--- src/rtl/baopoco_capture_ctrl.sv ---
`default_nettype none
// ============================================================================
// Module   : baopoco_capture_ctrl
// Brief    : ADC snapshot sequencer: decodes the PPC control word into
//            arm/trigger/abort commands and writes a bounded sample burst to
//            BRAM. Optional macro CAPTURE_TSTAMP_EN adds a trigger timestamp.
// Revision : 1.0  initial release
// ============================================================================
module baopoco_capture_ctrl #(
    parameter int ADDR_W = 11,
    parameter int DATA_W = 32
) (
    input  logic              OPB_Clk,
    input  logic              OPB_Rst,
    input  logic [31:0]       ctrl_word,
    input  logic              ext_trig,
    input  logic [DATA_W-1:0] adc_data,
    input  logic              adc_valid,
    output logic              bram_we,
    output logic [ADDR_W-1:0] bram_addr,
    output logic [DATA_W-1:0] bram_din,
    output logic [31:0]       status_word,
`ifdef CAPTURE_TSTAMP_EN
    output logic [31:0]       trig_tstamp,
`endif
    output logic              busy
);

    typedef enum logic [1:0] {
        ST_IDLE    = 2'd0,
        ST_ARMED   = 2'd1,
        ST_CAPTURE = 2'd2,
        ST_DONE    = 2'd3
    } state_t;

    localparam logic [16:0] c_max_len = 17'((1 << ADDR_W) - 1);

    state_t              state_q, state_d;
    logic [3:0]          ctrl_q;
    logic [ADDR_W-1:0]   len_q, len_d;
    logic                clamp_q, clamp_d;
    logic                done_q, done_d;
    logic [ADDR_W:0]     count_q, count_d;
    logic                we_q, we_d;
    logic [ADDR_W-1:0]   addr_q, addr_d;
    logic [DATA_W-1:0]   din_q, din_d;

    logic                arm_edge, trig_edge, abort_edge;
    logic                clamp_sel;
    logic [ADDR_W-1:0]   len_sel;
    logic                unused_ctrl;

    assign arm_edge    = ctrl_word[0] & ~ctrl_q[0];
    assign trig_edge   = ctrl_word[2] & ~ctrl_q[2];
    assign abort_edge  = ctrl_word[3] & ~ctrl_q[3];
    assign unused_ctrl = ^{ctrl_word[15:4], ctrl_q[1]};

    // Requested lengths beyond the buffer depth are clamped to the last address.
    assign clamp_sel = {1'b0, ctrl_word[31:16]} > c_max_len;
    assign len_sel   = clamp_sel ? {ADDR_W{1'b1}} : ADDR_W'(ctrl_word[31:16]);

    always_ff @(posedge OPB_Clk or posedge OPB_Rst) begin
        if (OPB_Rst) begin
            state_q <= ST_IDLE;
            ctrl_q  <= 4'd0;
            len_q   <= '0;
            clamp_q <= 1'b0;
            done_q  <= 1'b0;
            count_q <= '0;
            we_q    <= 1'b0;
            addr_q  <= '0;
            din_q   <= '0;
        end else begin
            state_q <= state_d;
            ctrl_q  <= ctrl_word[3:0];
            len_q   <= len_d;
            clamp_q <= clamp_d;
            done_q  <= done_d;
            count_q <= count_d;
            we_q    <= we_d;
            addr_q  <= addr_d;
            din_q   <= din_d;
        end
    end

    always_comb begin
        state_d = state_q;
        len_d   = len_q;
        clamp_d = clamp_q;
        done_d  = done_q;
        count_d = count_q;
        we_d    = 1'b0;
        addr_d  = addr_q;
        din_d   = din_q;
        case (state_q)
            ST_IDLE, ST_DONE: begin
                if (arm_edge && !abort_edge) begin
                    state_d = ST_ARMED;
                    len_d   = len_sel;
                    clamp_d = clamp_sel;
                    done_d  = 1'b0;
                    count_d = '0;
                    addr_d  = '0;
                end
            end
            ST_ARMED: begin
                if (abort_edge) begin
                    state_d = ST_IDLE;
                end else if (!ctrl_word[1] || ext_trig || trig_edge) begin
                    state_d = ST_CAPTURE;
                end
            end
            ST_CAPTURE: begin
                // A sample presented on the abort cycle is dropped; the write
                // already on the BRAM port still completes.
                if (abort_edge) begin
                    state_d = ST_IDLE;
                end else if (adc_valid) begin
                    we_d    = 1'b1;
                    addr_d  = count_q[ADDR_W-1:0];
                    din_d   = adc_data;
                    count_d = count_q + 1'b1;
                    if (count_q[ADDR_W-1:0] == len_q) begin
                        state_d = ST_DONE;
                        done_d  = 1'b1;
                    end
                end
            end
            default: state_d = ST_IDLE;
        endcase
    end

`ifdef CAPTURE_TSTAMP_EN
    logic [31:0] tcnt_q;
    logic [31:0] tstamp_q;

    always_ff @(posedge OPB_Clk or posedge OPB_Rst) begin
        if (OPB_Rst) begin
            tcnt_q   <= 32'd0;
            tstamp_q <= 32'd0;
        end else begin
            tcnt_q <= tcnt_q + 32'd1;
            if (state_q == ST_ARMED && state_d == ST_CAPTURE) begin
                tstamp_q <= tcnt_q;
            end
        end
    end

    assign trig_tstamp = tstamp_q;
`endif

    assign bram_we     = we_q;
    assign bram_addr   = addr_q;
    assign bram_din    = din_q;
    assign status_word = {16'(count_q), 12'd0, clamp_q, done_q, state_q};
    assign busy        = (state_q == ST_ARMED) || (state_q == ST_CAPTURE);

endmodule
`default_nettype wire
--- config.mk ---
export PLATFORM = sky130hd
export DESIGN_NAME = baopoco_capture_ctrl
export DESIGN_NICKNAME = d
export VERILOG_FILES = /design/src/rtl/baopoco_capture_ctrl.sv
export SDC_FILE = /design/constraint.sdc
export NUM_CORES = 1
export LEC_CHECK = 0
export BUFFER_PORTS_ARGS = -buffer_cell sky130_fd_sc_hd__buf_2
export CAP_MARGIN = 0
export CORE_MARGIN = 5
export CORE_UTILIZATION = 49
export CTS_BUF_LIST = sky130_fd_sc_hd__clkbuf_2
export DETAILED_ROUTE_END_ITERATION = 8
export GPL_TIMING_DRIVEN = 0
export PLACE_DENSITY = 0.85
export SLEW_MARGIN = 20
export SYNTH_ARGS = -nofsm -noshare
export SYNTH_HDL_FRONTEND = slang
export SYNTH_SLANG_ARGS = --single-unit
--- constraint.sdc ---
create_clock -name OPB_Clk -period 2.7 [get_ports OPB_Clk]
set_input_delay 0.27 -clock OPB_Clk [delete_from_list [all_inputs] [get_ports OPB_Clk]]
set_output_delay 0.27 -clock OPB_Clk [all_outputs]
set_load 0.03 [all_outputs]
==> flow_summary.toml <==
[status]
status = "finished clean"

[route]
routed-via-count = 2816
drcViolationCount = 0
drtIter0Drc = 103
drtPass1Iterations = 5
wire_per_inst_um = 16.4
routed_wl_um = 9220
ant_nets = 0
viasPerCell = 5.02

[logic_synthesis]
synth-xor-area-share_pct = 4.74
synth_mux_area_share_pct = 11.1
synthAdderAreaFrac_pct = 1.13
ys_types = 43
synth-main-ff-cell = "dfrtp_1"
synth_area_sq_um = 3330
async_flop_share_pct = 100
synth_top_family_by_area = "simple AND/OR/NAND/NOR gates"
synth-compound-area-share_pct = 6.17
ys_warn_count = 0
ys_seq_area_share_pct = 55.7
ys_ff_latch = 74
synth.avg_cell_area_sq_um = 11.6
synth-edff-count = 0
postSynthCellCount = 286
synthSimpleGateAreaFrac_pct = 14.3

[global_routing]
grt_overflow = 0
grt_pass1_wl_um = 15000
grt_max_degree = 43
antenna_found_initial = 0
grt_pass1_vias = 2992
grt.total_usage_pct = 22.3

[cts]
cts.sinks = 74
postCtsSetupRepairBufs = 0
clk_latency_ns = 0.50
h-tree-depth = 3
clk_pin_slew_ns = 0.19
cts_max_path_buffers = 2
cts.repair.resized = 0
hold_buffers = 46
numCtsBuffers = 9
cts_root_buffer = "clkbuf_2"
cts_tree = "yes"

[worst_setup_path]
cp.buffers_inverters = 3
path_delay_family = "buffers and inverters"
end_kind = "flip-flop"
crit_chain = "inv_1 -> ha_1 -> buf_4 -> nand2_1 -> nor2_1 -> buf_2 -> mux2_1"
cp_slowest_stage_delay_ns = 0.47
worstSetupPathType = "reg -> reg"
cp.arrival_ns = 2.60
path_max_fanout = 10
worstSetupStartpointType = "flip-flop"
cp.required_ns = 3.08
slowest_stage = "dfrtp_1"

[timing]
setup_viol_count_final = 0
finalCritPeriodShare_pct = 82.0
finalHoldViolations = 0
period_needed_ns = 2.21
maxSlewHeadroom_pct = 66.3
fin_worst_skew_ns = 0.0307
slew_viol_final = 0
tightest_slew_ns = 0.504
hold_ws_ns = 0.134
clock.fmax_mhz = 452
rsz0062_at_grt = "no"

[floorplanning]
dieWidth_um = 92.4
core_area_sq_um = 6720
fp.dieH_um = 92.4
start_util_pct = 49.5
die-area_sq_um = 8540
core.rowCount = 30
ios = 145

[final_layout]
syn_to_final_growth_pct = 39.3
finalNonFillerCells = 561
fin_nets = 547
n_antenna_cell = 0
layout_commonest_cell = "buf_2"
drive_gt1_share_pct = 38.0
layout_common_cells = "buf_2, dfrtp_1, dlygate4sd3_1"

[placement]
gp_congestion = 0.828
dp_hpwl_um = 6070
portBuffers = 116
place_inst = 498

[run]
max-cap-violations = 0

[power]
leakagePower_nw = 2.36
p_per_area_nw_per_um2 = 826
vdd_ir_drop_max_uv = 392
finalPower_mw = 3.83

[worst_hold_path]
hold_class = "in -> reg"
## Yosys cell counts (2+ instances only)
library cell  count  share of area [%]
a21oi_1           5               0.75
and2_1            4               0.75
and3_1            2               0.38
buf_2             6               0.90
buf_4            19                4.3
clkbuf_1          6               0.68
dfrtp_1          74                 56
ha_1              3                1.1
inv_1             6               0.68
mux2_1           15                5.1
mux2_2           17                5.8
nand2_1          30                3.4
nand2b_1          3               0.56
nand3_1          22                3.3
nand4_1           7                1.3
nor2_1           10                1.1
nor3_1            2               0.30
o21ai_0           2               0.30
o21ai_1           2               0.30
o22a_1           11                2.9
or3_1             2               0.38
xnor2_1           7                1.8
xor2_1           11                2.9
## layout make-up
type                       count  area (sq um)
inverter                       7          28.8
buffer                        32           199
multi-input combinational    188          1310
clock buffer                  12          60.1
timing repair buffer         164          1070
tap                           80           100
fill                         496          2080
clock inverter                 4          18.8
sequential                    74          1850
## path summary, 6_finish.rpt
path / slack, ns / depth (start not counted) / start / endpoint
hold reg to reg: 0.49 / 2 / bram_addr[4] / bram_addr[4]
max in group asynchronous: 1.83 / 4 / OPB_Rst / clamp_q
setup reg to reg: 0.49 / 7 / state_q[0] / bram_din[11]
hold / removal: 0.13 / 4 / ext_trig / state_q[0]
setup / recovery: 0.49 / 7 / state_q[0] / bram_din[11]
min in group asynchronous: 0.30 / 3 / OPB_Rst / bram_din[4]
## state kept, by name (all words and copies together), names as in the netlist
| name | count |
|---|---|
| ctrl_q | 3 |
| clamp_q | 1 |
| len_q | 11 |
| bram_din | 32 |
| count_q | 12 |
| done_q | 1 |
| state_q | 2 |
| bram_addr | 11 |
| bram_we | 1 |
## stage by stage
step                      setup slack [ns]  instance area (sq um)  utilization (%)  TNS, ns
after floorplan                      0.539                   3380                -        0
after global placement              -0.181                   4060             60.5   -13.18
after detailed placement             0.474                   4090             60.8        0
after CTS                            0.427                   4630             68.8        0
after global routing                 0.303                   4640             69.0        0
final                                0.486                   4640             69.0        0
## logic make-up (layout without fill, tap and decap cells)
| kind of cell | after synthesis | in the layout |
|---|---|---|
| other cells | 1 | 16 |
| mux | 33 | 33 |
| fa+ha+maj | 3 | 3 |
| buf+inv | 39 | 219 |
| compound gates | 26 | 26 |
| flops | 74 | 74 |
| simple gates | 92 | 92 |
| xor+xnor | 18 | 18 |
## worst reg2reg max path: stages, from the launching register on
cell and delay, ns:
dfrtp_1 0.47, inv_1 0.08, ha_1 0.14, buf_4 0.17, nand2_1 0.12, nor2_1 0.41, buf_2 0.34, mux2_1 0.37
## routing by layer
layer,vias to the layer above,track usage (%),share of wire [%]
li1,1342,-,-
met2,116,37.9,48
met3,12,6.34,8.4
met1,1346,27.2,42
met4,0,7.80,1.7
met5,-,0,0
## power breakdown
group,internal [mW],switching (mW)
Combinational,0.612,1.19
Sequential,1.38,0.161
Clock,0.126,0.362
Power figures use the tool's default switching activity.
